**src/rtl/fir_coeff_loader_pkg.sv**
```systemverilog
// ---------------------------------------------------------------------------
// fir_coeff_loader_pkg
// Shared definitions for the FIR coefficient loader and its coefficient bank:
// default word width, tap count, word-counter width and the loader FSM states.
// ---------------------------------------------------------------------------
package fir_coeff_loader_pkg;

  localparam int NB_DEFAULT = 10;
  localparam int N_TAPS     = 11;
  localparam int CNT_W      = 4;

  typedef enum logic [1:0] {
    IDLE = 2'd0,
    LOAD = 2'd1,
    RUN  = 2'd2
  } state_t;

endpackage

```
**src/rtl/fir_coeff_bank.sv**
```systemverilog
// ---------------------------------------------------------------------------
// fir_coeff_bank
// Shadow + active coefficient storage. Words are written one at a time into
// the shadow bank; a commit copies the whole shadow bank into the active bank
// in a single edge so the filter never sees a mixed set.
//
// Ports:
//   clk, rst_n : clock, asynchronous active-low reset (clears both banks)
//   wr_en      : write wr_data into shadow[wr_idx] this cycle
//   wr_idx     : shadow slot being written
//   wr_data    : coefficient word
//   commit     : copy shadow bank to active bank this cycle
//   active     : active bank, element i drives tap b<i>
// ---------------------------------------------------------------------------
module fir_coeff_bank
  import fir_coeff_loader_pkg::*;
#(
  parameter int NB = NB_DEFAULT
) (
  input  logic                          clk,
  input  logic                          rst_n,
  input  logic                          wr_en,
  input  logic [CNT_W-1:0]              wr_idx,
  input  logic [NB-1:0]                 wr_data,
  input  logic                          commit,
  output logic [N_TAPS-1:0][NB-1:0]     active
);

  logic [N_TAPS-1:0][NB-1:0] shadow;

  // Shadow bank: staging area for a load in progress. Stale words left over
  // from an aborted load are simply overwritten by the next load.
  always_ff @(posedge clk or negedge rst_n) begin
    if (!rst_n) begin
      shadow <= '0;
    end else if (wr_en) begin
      shadow[wr_idx] <= wr_data;
    end
  end

  // Active bank: the commit coincides with the write of the last word, so
  // the slot being written on that edge is taken straight from wr_data
  // rather than from the (not yet updated) shadow register.
  always_ff @(posedge clk or negedge rst_n) begin
    if (!rst_n) begin
      active <= '0;
    end else if (commit) begin
      for (int i = 0; i < N_TAPS; i++) begin
        active[i] <= (wr_en && (wr_idx == CNT_W'(i))) ? wr_data : shadow[i];
      end
    end
  end

endmodule

```
**src/rtl/fir_coeff_loader.sv**
```systemverilog
// ---------------------------------------------------------------------------
// fir_coeff_loader
// Loads 11 FIR coefficients from a serial word stream, commits them
// atomically to b0..b10, and forwards the sample stream only while a
// committed set is active. Samples arriving with no active set are counted.
//
// Ports:
//   clk, rst_n           : clock, asynchronous active-low reset
//   cfg_start            : begin/restart a coefficient load
//   cfg_data, cfg_valid  : coefficient word stream (b0 first, b10 last)
//   cfg_ready            : high while loading (words accepted)
//   din_in, vin_in       : incoming sample and valid
//   din, vin             : registered sample and valid to the filter
//   b0..b10              : active coefficient bank
//   coeff_ok             : committed set active
//   drop_cnt             : saturating count of discarded samples
// ---------------------------------------------------------------------------
module fir_coeff_loader
  import fir_coeff_loader_pkg::*;
#(
  parameter int NB     = NB_DEFAULT,
  parameter int DROP_W = 8
) (
  input  logic              clk,
  input  logic              rst_n,
  input  logic              cfg_start,
  input  logic [NB-1:0]     cfg_data,
  input  logic              cfg_valid,
  output logic              cfg_ready,
  input  logic [NB-1:0]     din_in,
  input  logic              vin_in,
  output logic [NB-1:0]     din,
  output logic              vin,
  output logic [NB-1:0]     b0,
  output logic [NB-1:0]     b1,
  output logic [NB-1:0]     b2,
  output logic [NB-1:0]     b3,
  output logic [NB-1:0]     b4,
  output logic [NB-1:0]     b5,
  output logic [NB-1:0]     b6,
  output logic [NB-1:0]     b7,
  output logic [NB-1:0]     b8,
  output logic [NB-1:0]     b9,
  output logic [NB-1:0]     b10,
  output logic              coeff_ok,
  output logic [DROP_W-1:0] drop_cnt
);

  state_t                    state, state_nxt;
  logic [CNT_W-1:0]          cnt, cnt_nxt;
  logic                      accept;
  logic                      commit;
  logic [N_TAPS-1:0][NB-1:0] active;

  // A word is taken only in LOAD and never on a cfg_start cycle; taking the
  // word at slot 10 completes the set and triggers the commit.
  assign accept = (state == LOAD) && cfg_valid && !cfg_start;
  assign commit = accept && (cnt == CNT_W'(N_TAPS - 1));

  // State and word-counter registers.
  always_ff @(posedge clk or negedge rst_n) begin
    if (!rst_n) begin
      state <= IDLE;
      cnt   <= '0;
    end else begin
      state <= state_nxt;
      cnt   <= cnt_nxt;
    end
  end

  // Next-state logic and status outputs. cfg_start overrides everything,
  // including a partially completed load.
  always_comb begin
    state_nxt = state;
    cnt_nxt   = cnt;
    cfg_ready = 1'b0;
    coeff_ok  = 1'b0;
    if (cfg_start) begin
      state_nxt = LOAD;
      cnt_nxt   = '0;
    end else begin
      case (state)
        IDLE: state_nxt = IDLE;
        LOAD: begin
          if (commit) begin
            state_nxt = RUN;
            cnt_nxt   = '0;
          end else if (accept) begin
            cnt_nxt = cnt + 1'b1;
          end
        end
        RUN:     state_nxt = RUN;
        default: state_nxt = IDLE;
      endcase
    end
    case (state)
      LOAD:    cfg_ready = 1'b1;
      RUN:     coeff_ok  = 1'b1;
      default: ;
    endcase
  end

  // Sample gate: din captures every valid sample, vin only passes in RUN.
  // The sample on the commit edge sees state LOAD and is therefore dropped.
  always_ff @(posedge clk or negedge rst_n) begin
    if (!rst_n) begin
      din <= '0;
      vin <= 1'b0;
    end else begin
      if (vin_in) din <= din_in;
      vin <= vin_in && (state == RUN);
    end
  end

  // Dropped-sample counter, cleared by cfg_start and saturating at all-ones.
  always_ff @(posedge clk or negedge rst_n) begin
    if (!rst_n) begin
      drop_cnt <= '0;
    end else if (cfg_start) begin
      drop_cnt <= '0;
    end else if (vin_in && (state != RUN) && (drop_cnt != '1)) begin
      drop_cnt <= drop_cnt + 1'b1;
    end
  end

  fir_coeff_bank #(.NB(NB)) u_bank (
    .clk     (clk),
    .rst_n   (rst_n),
    .wr_en   (accept),
    .wr_idx  (cnt),
    .wr_data (cfg_data),
    .commit  (commit),
    .active  (active)
  );

  assign b0  = active[0];
  assign b1  = active[1];
  assign b2  = active[2];
  assign b3  = active[3];
  assign b4  = active[4];
  assign b5  = active[5];
  assign b6  = active[6];
  assign b7  = active[7];
  assign b8  = active[8];
  assign b9  = active[9];
  assign b10 = active[10];

endmodule

```
**config.mk**
```make
export PLATFORM = sky130hd
export DESIGN_NAME = fir_coeff_loader
export DESIGN_NICKNAME = d
export VERILOG_FILES = /design/src/rtl/fir_coeff_loader_pkg.sv /design/src/rtl/fir_coeff_bank.sv /design/src/rtl/fir_coeff_loader.sv
export SDC_FILE = /design/constraint.sdc
export NUM_CORES = 1
export LEC_CHECK = 0
export CAP_MARGIN = 20
export CORE_UTILIZATION = 35
export DETAILED_ROUTE_END_ITERATION = 16
export PLACE_DENSITY = 0.6
export SETUP_SLACK_MARGIN = 0.02
export SYNTH_ARGS = -nofsm -noshare
export SYNTH_HDL_FRONTEND = slang
export SYNTH_SLANG_ARGS = --single-unit
```
**constraint.sdc**
```tcl
create_clock -name clk -period 2.85 [get_ports clk]
set_clock_uncertainty 0.2 [all_clocks]
set_input_delay 0.7125 -clock clk [delete_from_list [all_inputs] [get_ports clk]]
set_output_delay 0.7125 -clock clk [all_outputs]
set_load 0.1 [all_outputs]
```
==> results by group <==
Run status
  • Run status: finished clean

Yosys
  • Complex-gate fraction of the synthesized area: 9.69%
  • Synth unique cells: 41
  • Dominant combinational cell family by area after synthesis: simple AND/OR/NAND/NOR gates
  • Number of synthesized register bits: 235
  • Number of nets produced by synthesis: 904
  • Share of async-settable or async-resettable flops after synthesis: 100%
  • Number of cells produced by synthesis: between 800 and 900
  • Fraction of synthesized area in multiplexers: 4.15%
  • Area of the mapped netlist: 0.00901 sq mm
  • Share of Yosys cell area claimed by the top area cell type: 65.3%
  • Adder-cell share of the synthesized area: 0.972%
  • Primary flip-flop cell chosen by synthesis mapping: sky130_fd_sc_hd__dfrtp_1
  • Share of synthesized cell area in and, or, nand and nor gates: 16.8%
  • Area contributors post-synth: sky130_fd_sc_hd__dfrtp_1 (65%), sky130_fd_sc_hd__nand2_1 (10%), sky130_fd_sc_hd__a21oi_1 (4.3%), sky130_fd_sc_hd__o21ai_0 (3.9%), sky130_fd_sc_hd__mux2_2 (3.9%)
  • EDFF count, synth: 0
  • Fraction of the yosys area taken by sequential cells: between 60 and 70%
  • Xor/xnor share of the synthesized area: less than 1%
  • Count of warnings emitted by yosys: 0
  • Post-Synthesis Mean Instance Area: roughly 10 sq um
  • Yosys top cell by area: sky130_fd_sc_hd__dfrtp_1

Drt
  • Detailed-route wire length per cell: 16.7 microns
  • Routed WL: 23200 microns
  • Iteration-0 DRC count of the detailed router: 476
  • Detail-routed via count per cell: 4.80
  • Number of DRC violations after detailed routing: 0
  • Post-detailed-route count of antenna-violating nets: 0
  • Via count: 6664
  • Iteration count of the initial detailed-routing pass: 5

STA
  • Fin. Hold Viols: 0
  • Final setup violation count: 0
  • Number of max-slew violations in the final report: 0
  • Setup repair after global routing missed its margin: no
  • Tmin final: ~2.4 ns
  • Highest clock frequency the design can meet: 410 MHz
  • Accumulated negative setup slack: 0 ns
  • Max-slew headroom: slightly below 60%
  • Crit share post-route: 85.5%
  • Transition at the pin with the smallest max-transition slack: 0.614 ns

Floorplan
  • Die height: 162 microns
  • Die Width: 162 microns
  • Placement Rows: 58
  • Ports: 156
  • Core area: 0.0253 sq mm
  • Initial cell density of the core: a little over a third
  • Die area: 0.0264 sq mm

Power
  • Leakage power of the design: 0.00587 uW
  • Worst VDD drop: ~0.36 mV
  • Overall power: 7820 uW
  • Power density over cell area: between 600 and 700 mW/mm^2

Setup path
  • Largest stage delay, worst path: 0.39 ns
  • Element type at the critical path end: output pin
  • Worst Setup Start Kind: flop
  • Number of buffers and inverters on the critical path: 2
  • Endpoint of the worst-slack reg-to-reg timing path: u_bank.active[86]
  • Maximum fanout count along the critical path: 4
  • Worst setup path class: flop to output pin
  • CP max-delay cell: sky130_fd_sc_hd__dfrtp_1
  • Startpoint of the lowest-slack register-to-register path: cnt[0]
  • Worst setup slack for register-to-register paths: 0.63 ns
  • Critical-path cell list: inv_1 > ha_1 > buf_4
  • Critical path data required time: a little under 2 ns
  • Category of cells accounting for the largest share of critical-path delay: buffers and inverters
  • Critical path depth: 3
  • Crit path arrival time: 1.52 ns
  • Worst reg-to-reg path cell count: 7

Global routing
  • Wire length of the first global-routing pass: between 30000 and 40000 microns
  • Via count of the first global-routing pass: 6556
  • GR Util All Layers: 18.0%
  • Sum of overflow across all layers after global routing: 0
  • Largest net degree at the start of global routing: 76
  • Antenna violations before repair: 0

Final layout
  • Fraction of final layout cells with drive strength greater than 1: a little under a quarter
  • Utilization after layout: a little under half
  • Area of the multi-input gates: 0.00288 sq mm
  • Total area of sequential cells: 0.00588 sq mm
  • Most used cells in the layout excluding fill and tap cells: sky130_fd_sc_hd__nand2_1 (245), sky130_fd_sc_hd__dfrtp_1 (235), sky130_fd_sc_hd__buf_4 (163)
  • Final layout net count: approximately 1100
  • Finished Layout Cells: 1389
  • Number of inserted diodes: 0
  • Count of fill cells added during filler insertion: between 2000 and 2500
  • Commonest non-fill, non-tap cell in the layout: sky130_fd_sc_hd__nand2_1
  • Total non-filler cell area in the finished layout: 0.0117 sq mm
  • Area Growth Syn to Fin: 29.8%

Clock tree
  • Clock Sinks: 235
  • Insertion delay of the later-clocked pin in the worst-skew pair: 0.52 ns
  • Deepest clock path buffer count: 3
  • Clock tree from TritonCTS: built
  • Max H-tree Level: 1
  • Total CTS buffers: 25
  • Clock-pin slew of the registers on the worst-case setup and hold paths: 0.06 ns
  • Clock Tree Root: sky130_fd_sc_hd__clkbuf_16
  • Cells resized by post-CTS repair: 0

Min path
  • Hold-critical path depth: 2
  • Origin of the worst min-delay path: u_bank.shadow[66]
  • Endpoint, Worst Hold: u_bank.shadow[66]
  • Hold crit path type: flop to flop

Placed design
  • IO Port Bufs: approximately 160
  • Hpwl dp: around 16000 microns
  • Dpl cell area: 0.0109 sq mm
  • Placer congestion estimate: between 0.7 and 0.8
  • Number of instances in the placed design: about 1300

Run
  • Number of max-cap violations: 0
[what timing repair did]
item,in CTS,in global routing
hold buffers,1,0
endpoints found under the hold margin,2,0
buffers inserted,0,0
setup endpoints to repair,0,0
[logic make-up after synthesis]
family,Yosys count
and+or+nand+nor,364
DFF,235
AOI/OAI and AO/OA,168
buffers and inverters,62
muxes,33
adders and majority gates,7
xor gates and xnor gates,3
[where the power goes]
part	total, uW	switching [uW]	leakage (uW)	internal, uW
clock	3220	1290	0.000399	1930
sequential	3660	80.1	0.00322	3580
combinational	944	665	0.00224	279
total	7820	2030	0.00587	5790
[area by class of cell]
| class | count | share of cell area [%] |
|---|---|---|
| sequential | 235 | 50.3 |
| multi-input combinational | 575 | 24.7 |
| timing repair buffer | 198 | 14.4 |
| clock buffer | 38 | 6.19 |
| tap | 330 | 3.53 |
| clock inverter | 6 | 0.749 |
| inverter | 7 | 0.225 |
[synthesized netlist by cell type, types with 7 or more instances]
cell type                  count
sky130_fd_sc_hd__o21ai_0      71
sky130_fd_sc_hd__a31oi_1      10
sky130_fd_sc_hd__dfrtp_1     235
sky130_fd_sc_hd__clkbuf_1     36
sky130_fd_sc_hd__ha_1          7
sky130_fd_sc_hd__buf_2        17
sky130_fd_sc_hd__a21oi_1      77
sky130_fd_sc_hd__nand2_1     245
sky130_fd_sc_hd__mux2_2       31
sky130_fd_sc_hd__inv_1         7
sky130_fd_sc_hd__nor2_1       81
[metal layers]
| metal | vias to the layer above | GRT usage [%] | part of all wire, % |
|---|---|---|---|
| li1 | 3214 | - | - |
| met1 | 3261 | 26.0 | 47 |
| met2 | 161 | 28.6 | 47 |
| met3 | 28 | 2.62 | 4.4 |
| met4 | 0 | 4.12 | 1.6 |
| met5 | - | 0 | 0 |
[worst max-delay path by stage]
| stage | slack [ns] | from | end |
|---|---|---|---|
| 3_5_place_dp | 0.06 | cfg_valid | u_bank.active[6] |
| 2_1_floorplan | 0.19 | state[1] | u_bank.active[80] |
| 6_report | 0.41 | state[0] | coeff_ok |
| 5_1_grt | 0.36 | state[0] | coeff_ok |
| 3_3_place_gp | 0.08 | cfg_valid | u_bank.active[5] |
| 4_1_cts | 0.38 | state[0] | coeff_ok |
[registers in the layout, summed over array words and instances, names as in the netlist]
register / count
cnt: 4
din: 10
state: 2
u_bank.active: 110
u_bank.shadow: 100
drop_cnt: 8
vin: 1
[through the flow]
stage          hold WS, ns  setup slack [ns]
6_report             0.255             0.414
5_1_grt              0.277             0.363
4_1_cts              0.259             0.385
3_5_place_dp         0.246            0.0554
3_3_place_gp         0.240            0.0763
2_1_floorplan        0.217             0.191
[worst reg2reg max path, stage by stage, from the launching register on]
cell and delay, ns:
sky130_fd_sc_hd__dfrtp_1 0.41, sky130_fd_sc_hd__inv_1 0.13, sky130_fd_sc_hd__ha_1 0.23, sky130_fd_sc_hd__nand4b_4 0.16, sky130_fd_sc_hd__nor3_4 0.19, sky130_fd_sc_hd__buf_12 0.17
sky130_fd_sc_hd__mux2_2 0.35, sky130_fd_sc_hd__mux2_2 0.26
(Power assumes the default switching activity.)
